**src/rtl/mips_pkg.sv**
```systemverilog
// rtl/mips_pkg.sv - shared MIPS core constants, ALU codes and forward-select type
package mips_pkg;

   localparam int DW_DEF   = 32;
   localparam int RW_DEF   = 5;
   localparam int REG_ZERO = 0;

   localparam logic [3:0] ALU_ADD = 4'b0000;
   localparam logic [3:0] ALU_SUB = 4'b0001;
   localparam logic [3:0] ALU_AND = 4'b0010;
   localparam logic [3:0] ALU_OR  = 4'b0011;
   localparam logic [3:0] ALU_XOR = 4'b0100;
   localparam logic [3:0] ALU_NOR = 4'b0101;
   localparam logic [3:0] ALU_SLT = 4'b0110;
   localparam logic [3:0] ALU_SLL = 4'b0111;
   localparam logic [3:0] ALU_MUL = 4'b1000;

   typedef enum logic [1:0] {
      FWD_REG = 2'd0,
      FWD_MEM = 2'd1,
      FWD_WB  = 2'd2
   } fwd_sel_e;

endpackage

```
**src/rtl/forward_unit.sv**
```systemverilog
// rtl/forward_unit.sv - operand bypass select for one source register
module forward_unit
   import mips_pkg::*;
#(
   parameter int DW = DW_DEF,
   parameter int RW = RW_DEF
) (
   input  logic [RW-1:0] idx,
   input  logic [DW-1:0] reg_data,
   input  logic [RW-1:0] mem_rd,
   input  logic          mem_reg_write,
   input  logic [DW-1:0] mem_result,
   input  logic [RW-1:0] wb_rd,
   input  logic          wb_reg_write,
   input  logic [DW-1:0] wb_result,
   output logic [DW-1:0] value,
   output fwd_sel_e      sel
);

   localparam logic [RW-1:0] ZERO_IDX = RW'(REG_ZERO);

   // EX/MEM is the younger producer, so it overrides MEM/WB.
   always_comb begin
      value = reg_data;
      sel   = FWD_REG;
      if (mem_reg_write && (mem_rd != ZERO_IDX) && (mem_rd == idx)) begin
         value = mem_result;
         sel   = FWD_MEM;
      end else if (wb_reg_write && (wb_rd != ZERO_IDX) && (wb_rd == idx)) begin
         value = wb_result;
         sel   = FWD_WB;
      end
   end

endmodule

```
**src/rtl/id_ex_stage.sv**
```systemverilog
// rtl/id_ex_stage.sv - ID/EX pipeline register with forwarding and load-use stall
module id_ex_stage
   import mips_pkg::*;
#(
   parameter int DW = DW_DEF,
   parameter int RW = RW_DEF
) (
   input  logic          clk,
   input  logic          rst_n,
   input  logic          id_valid,
   input  logic [RW-1:0] id_rs,
   input  logic [RW-1:0] id_rt,
   input  logic [RW-1:0] id_rd,
   input  logic [DW-1:0] id_rs_data,
   input  logic [DW-1:0] id_rt_data,
   input  logic [DW-1:0] id_imm,
   input  logic          id_use_imm,
   input  logic [3:0]    id_alucon,
   input  logic          id_reg_write,
   input  logic          id_mem_read,
   input  logic          flush,
   input  logic [RW-1:0] mem_rd,
   input  logic          mem_reg_write,
   input  logic [DW-1:0] mem_result,
   input  logic [RW-1:0] wb_rd,
   input  logic          wb_reg_write,
   input  logic [DW-1:0] wb_result,
   output logic [DW-1:0] alu_a,
   output logic [DW-1:0] alu_b,
   output logic [3:0]    alu_con,
   output logic          ex_valid,
   output logic [RW-1:0] ex_rd,
   output logic          ex_reg_write,
   output logic          ex_mem_read,
   output logic [DW-1:0] ex_rt_fwd,
   output logic          stall
);

   logic          valid_q, valid_d;
   logic [RW-1:0] rs_q, rs_d, rt_q, rt_d, rd_q, rd_d;
   logic [DW-1:0] rs_data_q, rs_data_d, rt_data_q, rt_data_d, imm_q, imm_d;
   logic          use_imm_q, use_imm_d;
   logic [3:0]    alucon_q, alucon_d;
   logic          reg_write_q, reg_write_d, mem_read_q, mem_read_d;

   logic [DW-1:0] rs_fwd, rt_fwd;
   fwd_sel_e      rs_sel, rt_sel;

   always_comb begin
      stall = id_valid && valid_q && mem_read_q && (rd_q != '0) &&
              ((rd_q == id_rs) || ((rd_q == id_rt) && !id_use_imm));

      // A bubble is all-zero so its operands stay deterministic.
      valid_d     = 1'b0;
      rs_d        = '0;
      rt_d        = '0;
      rd_d        = '0;
      rs_data_d   = '0;
      rt_data_d   = '0;
      imm_d       = '0;
      use_imm_d   = 1'b0;
      alucon_d    = '0;
      reg_write_d = 1'b0;
      mem_read_d  = 1'b0;
      if (!flush && !stall) begin
         valid_d     = id_valid;
         rs_d        = id_rs;
         rt_d        = id_rt;
         rd_d        = id_rd;
         rs_data_d   = id_rs_data;
         rt_data_d   = id_rt_data;
         imm_d       = id_imm;
         use_imm_d   = id_use_imm;
         alucon_d    = id_alucon;
         reg_write_d = id_reg_write && id_valid;
         mem_read_d  = id_mem_read && id_valid;
      end
   end

   always_ff @(posedge clk or negedge rst_n) begin
      if (!rst_n) begin
         valid_q     <= 1'b0;
         rs_q        <= '0;
         rt_q        <= '0;
         rd_q        <= '0;
         rs_data_q   <= '0;
         rt_data_q   <= '0;
         imm_q       <= '0;
         use_imm_q   <= 1'b0;
         alucon_q    <= ALU_ADD;
         reg_write_q <= 1'b0;
         mem_read_q  <= 1'b0;
      end else begin
         valid_q     <= valid_d;
         rs_q        <= rs_d;
         rt_q        <= rt_d;
         rd_q        <= rd_d;
         rs_data_q   <= rs_data_d;
         rt_data_q   <= rt_data_d;
         imm_q       <= imm_d;
         use_imm_q   <= use_imm_d;
         alucon_q    <= alucon_d;
         reg_write_q <= reg_write_d;
         mem_read_q  <= mem_read_d;
      end
   end

   forward_unit #(.DW(DW), .RW(RW)) u_fwd_rs (
      .idx(rs_q), .reg_data(rs_data_q),
      .mem_rd(mem_rd), .mem_reg_write(mem_reg_write), .mem_result(mem_result),
      .wb_rd(wb_rd), .wb_reg_write(wb_reg_write), .wb_result(wb_result),
      .value(rs_fwd), .sel(rs_sel)
   );

   forward_unit #(.DW(DW), .RW(RW)) u_fwd_rt (
      .idx(rt_q), .reg_data(rt_data_q),
      .mem_rd(mem_rd), .mem_reg_write(mem_reg_write), .mem_result(mem_result),
      .wb_rd(wb_rd), .wb_reg_write(wb_reg_write), .wb_result(wb_result),
      .value(rt_fwd), .sel(rt_sel)
   );

   // Register 0 is hardwired, so a bypass onto it would be a decode bug.
   zero_not_fwd_a: assert property (@(posedge clk) disable iff (!rst_n)
      (rs_q != '0) || (rs_sel == FWD_REG));
   zero_not_fwd_b: assert property (@(posedge clk) disable iff (!rst_n)
      (rt_q != '0) || (rt_sel == FWD_REG));

   assign alu_a        = rs_fwd;
   assign ex_rt_fwd    = rt_fwd;
   assign alu_b        = use_imm_q ? imm_q : rt_fwd;
   assign alu_con      = alucon_q;
   assign ex_valid     = valid_q;
   assign ex_rd        = rd_q;
   assign ex_reg_write = reg_write_q;
   assign ex_mem_read  = mem_read_q;

endmodule

```
**config.mk**
```make
export PLATFORM = sky130hd
export DESIGN_NAME = id_ex_stage
export DESIGN_NICKNAME = d
export VERILOG_FILES = /design/src/rtl/mips_pkg.sv /design/src/rtl/forward_unit.sv /design/src/rtl/id_ex_stage.sv
export SDC_FILE = /design/constraint.sdc
export NUM_CORES = 1
export LEC_CHECK = 0
export BUFFER_PORTS_ARGS = -buffer_cell sky130_fd_sc_hd__buf_4
export CAP_MARGIN = 40
export CORE_AREA = 2 2 120 122
export CTS_BUF_LIST = sky130_fd_sc_hd__clkbuf_4 sky130_fd_sc_hd__clkbuf_8
export CTS_CLUSTER_DIAMETER = 50
export DETAILED_ROUTE_END_ITERATION = 6
export DIE_AREA = 0 0 122 124
export MAX_ROUTING_LAYER = met4
export PLACE_DENSITY_LB_ADDON = 0.12
export SYNTH_ARGS = -nofsm -noshare
export SYNTH_HDL_FRONTEND = slang
export SYNTH_SLANG_ARGS = --single-unit
```
**constraint.sdc**
```tcl
create_clock -name clk -period 2.34 [get_ports clk]
set_input_delay 0.117 -clock clk [delete_from_list [all_inputs] [get_ports clk]]
set_output_delay 0.117 -clock clk [all_outputs]
set_load 0.02 [all_outputs]
```
-- After elaboration in Yosys (flattened, before gate mapping)
Index checks and enable logic that the tools add are counted.
- flip-flop bits (word level): 119
- bits in latches: 0
- bits in writable memories: 0
- bits in read-only memories: 0
- output and inout bits: 109
- word-level logic and storage cells: 54
- memories kept: 0
- add/sub/neg operators: 0
- multiply operators: 0
- div/mod/pow operators: 0
- magnitude comparators: 0
- eq/ne operators: 6
- shift-type cells: 0
- mux-type cells: 16
- bitwise operators: 0
- reductions and logical operators: 21
- operators by type and width (kind ; number):
    2-to-1 mux 32 bit ; 8
    equality test 5 bit ; 6
    2-to-1 mux 5 bit ; 3
    nonzero test 5 bit ; 3
    logical AND 1 bit ; 14
    2-to-1 mux 1 bit ; 4
    2-to-1 mux 4 bit ; 1
    logical NOT 1 bit ; 3
    logical OR 1 bit ; 1

-- Logic depth before layout (Yosys ltp)
- word-level depth: 7
- depth in mapped cells: 7

-- Cells and area by module
A second synthesis with hierarchy kept.
- cells, all modules: 821
- area, all modules: 7983.9 µm²
- by module, submodules not included (module ; instances ; cells each ; area an instance (µm²)):
    id_ex_stage ; 1 ; 451 ; 5003.5
    forward_unit ; 2 ; 185 ; 1490.2

-- Worst setup path before layout
Ideal clock, no wire load.
- path kind: register to output
- start point: register rt_q[4]
- end point: output port alu_b[24]
- data arrival time: 2.150 ns
- required time: 2.223 ns
- slack: 0.073 ns
- stages on the path, launching flop included: 7
- path buffers: 1
- cell sequence: dfrtp_1 -> xnor2_1 -> o211ai_2 -> clkbuf_1 -> or3_1 -> a31oi_1 -> mux2_2
- longest elaborated chain between the ends: 5
- ends and longest elaborated chain (item ; RTL line ; text):
    from (decl) ; id_ex_stage.sv:40 ; logic [RW-1:0] rs_q, rs_d, rt_q, rt_d, rd_q, rd_d;
    from (signal assigned) ; id_ex_stage.sv:96 ; rt_q <= rt_d;
    equality test 5 bit ; forward_unit.sv:29 ; end else if (wb_reg_write && (wb_rd != ZERO_IDX) && (wb_rd == idx)) begin
    logical AND 1 bit ; forward_unit.sv:29 ;
    2-to-1 mux 32 bit ; forward_unit.sv:29 ;
    2-to-1 mux 32 bit * ; forward_unit.sv:26 ; if (mem_reg_write && (mem_rd != ZERO_IDX) && (mem_rd == idx)) begin
    via ex_rt_fwd[24] ; id_ex_stage.sv:35 ; output logic [DW-1:0] ex_rt_fwd,
    2-to-1 mux 32 bit * ; id_ex_stage.sv:130 ; assign alu_b = use_imm_q ? imm_q : rt_fwd;
    to (decl) ; id_ex_stage.sv:29 ; output logic [DW-1:0] alu_b,
Mark *: on every way through the listed nets, which the timed path passes. The rest lies on a longest branch.

-- Final worst setup path
- start point: register rt_q[2]
- end point: output port alu_b[3]
- longest elaborated chain between the ends: 5
- ends and longest elaborated chain (item ; RTL line):
    equality test 5 bit ; forward_unit.sv:29
    logical AND 1 bit ; forward_unit.sv:29
    2-to-1 mux 32 bit ; forward_unit.sv:29
    2-to-1 mux 32 bit * ; forward_unit.sv:26
    2-to-1 mux 32 bit * ; id_ex_stage.sv:130
Mark *: on every way between the ends. The rest lies on a longest branch, timed or not.

==> metrics <==
outcome finished with violations; Critical Path Start rt_q[2]$_DFF_PN0_; Flop pwr share 36.1%; Startpoint Class flop; Worst IR Drop VDD 456 uV; GRT Util Overall 32.6%; PortBufs 306; Site Rows 43; final worst slack -0.297 ns; M2 GR Usage 57.0%; power density cells 505 nW/um^2; Sw Share just under 30%; crit-path cells xnor2_1, o211ai_4, buf_4, nor3_1, a31oi_4, mux2_4, buf_6; met1 GRT Util 35.9%; Max FO, Critical Path 13; CTS Root Buffer Type clkbuf_8; clock latency on the worst-skew pair 0.45 ns; number of buffers created by CTS 17; Remaining Overflow, GRT 0; Int Pwr 0.00440 W; fillcell total 557; Post-Syn Area 6140 um^2; drt initial violations 536; Storage cell area 2980 um^2; RSZ-0062 raised after global routing yes; H-tree depth 4; crit-path max cell delay between 0.4 and 0.5 ns; I/O Pins 307; dpl ws 0.129 ns; Psw 0.00178 W; starting density of the core 44.8%; share of cells above drive strength 1 51.6%; simple-gate share of the synthesized area 22.9%; TritonCTS clock tree done; Crit. End Element output pin; Post-Route WL 29800 um; estimated wirelength of the detail-placed design 14800 um; synthesis-stage register bit count 119; Synth Net Count 825; clock transition at the registers of the reported paths 0.08 ns; Routed WL per cell 23.3 um; first-pass GRT wire length about 37000 um; most common cell after layout, fill and taps aside buf_4; Max-Cap Viols 0; worst clock skew 0.0108 ns; vias in the first global route 7250; nets 1284; main combinational cell family by area after synthesis simple AND/OR/NAND/NOR gates; Leakage about 5.5 nW; Final period util 113%; core area 13700 um^2; global placer's final weighted congestion 0.850; area share of fa/ha/maj cells after synthesis 0%; # DRC 0; number of vias per cell 5.64; area of the multi-input gates approximately 4000 um^2; xor/xnor cell area share of the yosys netlist 4.28%; failing checks negative setup slack; library cells used by synthesis 36; GRT Max-Usage Layer met2; Tightest Pin Transition 0.527 ns; post-synthesis sequential area ratio 48.5%; routing usage on met3 about 7.3%; die height 124 um; most frequent cells in the layout buf_4, dlygate4sd3_1, dfrtp_1, and2_1, buf_6; Die ar. 15100 um^2; Comb power frac about 29%; Area Growth Syn to Fin 99.5%; Peak Freq 379 MHz; Critical Path AT 2.52 ns; RR Startpoint ex_rd[3]$_DFF_PN0_; Compound-Gate Fraction of Synth Area 10.1%; Pins Over Slew Limit 0; Avg Cell Area, Syn roughly 10 um^2; iteration count of the initial detailed-routing pass 5; Hold WC Path Type in -> async; CP Data Required Time between 2 and 2.5 ns; Slew HR 64.9%; initial antenna violation count 0; Final Hold Fails 0; Post-Syn Instances 627; clock share of power between 30% and 40%; most used flip-flop cell after synthesis dfrtp_1; Power, Total 0.00619 W; post-synthesis mux area share 9.61%; largest net degree at the start of global routing 117; final core utilization 89.3%; post-route ant nets 0; Final min period 2.64 ns; # diodes 0; number of setup violations in the final report 93; via count slightly above 7000; CTS Sinks 119; Synth Warn # 0; critical path class reg -> out; CTS Buffer Depth 2; ys async rst share 100%; Die W 122 um; Post-synth EDFFs 0; Slowest-stage cell, CP nor3_1
==> worst paths after layout <==
| check | end | slack, ns | depth (start not counted) |
|---|---|---|---|
| min in group clk | imm_q[31]$_DFF_PN0_ | 0.41 | 3 |
| max in group asynchronous | rt_data_q[6]$_DFF_PN0_ | 1.49 | 3 |
| min | imm_q[16]$_DFF_PN0_ | 0.06 | 2 |
| min reg2reg | ex_valid$_DFF_PN0_ | 1.02 | 4 |
| max | alu_b[3] | -0.30 | 7 |
| max reg2reg | ex_mem_read$_DFF_PN0_ | 0.22 | 6 |
==> flip-flops by register name, indices dropped and copies added, names as in the netlist <==
signal,count
imm_q,32
rs_data_q,32
rt_data_q,32
ex_rd,5
rs_q,5
rt_q,5
alu_con,4
ex_mem_read,1
ex_reg_write,1
ex_valid,1
use_imm_q,1
==> cells by family after synthesis <==
group | Yosys count
and+or+nand+nor | 251
DFF | 119
AOI/OAI and AO/OA | 102
buffers and inverters | 69
muxes | 56
xor gates and xnor gates | 30
==> power groups by stage <==
stage | Combinational, W | Sequential, W | Clock (W)
2_1_floorplan | 0.000547 | 0.00224 | 0
3_3_place_gp | 0.00120 | 0.00224 | 0
3_5_place_dp | 0.00122 | 0.00225 | 0
4_1_cts | 0.00154 | 0.00221 | 0.00215
5_1_grt | 0.00186 | 0.00224 | 0.00226
6_report | 0.00178 | 0.00223 | 0.00217
==> timing repair <==
action,CTS,global route
buffers inserted,20,8
endpoints found under the hold margin,238,0
pin swaps,38,36
gates cloned,5,8
resized for setup,132,174
hold buffers,121,0
endpoints found under the setup margin,96,97
==> per-stage QoR <==
stage	TNS [ns]	std cells	instance area (um^2)	hold WS (ns)
2_1_floorplan	0	627	6140	-0.179
3_3_place_gp	0	1087	8690	-0.0245
3_5_place_dp	0	1087	8690	-0.0228
4_1_cts	-2.88	1265	11200	0.0533
5_1_grt	-17.16	1279	12300	0.0744
6_report	-9.32	1279	12300	0.0612
==> layer usage <==
| layer | vias to the layer above | share of wire [%] |
|---|---|---|
| li1 | 3055 | - |
| met1 | 3513 | 35 |
| met2 | 513 | 52 |
| met3 | 133 | 8.8 |
| met4 | 0 | 5.0 |
| met5 | - | 0 |
==> critical path: cells and delay by family, from the launching register on <==
family	cells	cell delay [ns]
simple gates	1	0.47
mux	1	0.30
compound gates	2	0.24
xor+xnor	1	0.27
flops	1	0.42
buf+inv	2	0.37
==> final cells by class <==
| cell class | count | share of cell area [%] |
|---|---|---|
| Clock buffer | 24 | 2.54 |
| Inverter | 24 | 0.735 |
| Timing Repair Buffer | 485 | 36.5 |
| Sequential cell | 119 | 24.3 |
| Multi-Input combinational cell | 439 | 32.9 |
| Tap cell | 180 | 1.84 |
| Clock inverter | 8 | 1.16 |
==> cells in the mapped netlist, types with 2 or more instances <==
cell type	number	area, um^2
and3_1	8	50.1
mux2i_1	32	320
nand2_1	9	33.8
a31oi_1	24	150
xor2_1	5	43.8
nand4_1	4	25.0
nor3_1	25	125
o31ai_1	8	60.1
clkbuf_1	29	109
a221oi_1	8	70.1
xnor2_1	25	219
buf_2	9	45.0
buf_1	4	15.0
o21ai_0	24	120
dfrtp_1	119	2980
a21oi_1	34	170
nand3_1	3	15.0
or4_4	2	22.5
inv_1	24	90.1
mux2_2	23	259
nor4bb_1	2	20.0
and2_1	117	732
buf_4	2	15.0
or3_1	24	150
nor2_1	52	195
No activity file was read; power rests on OpenSTA's default activity.
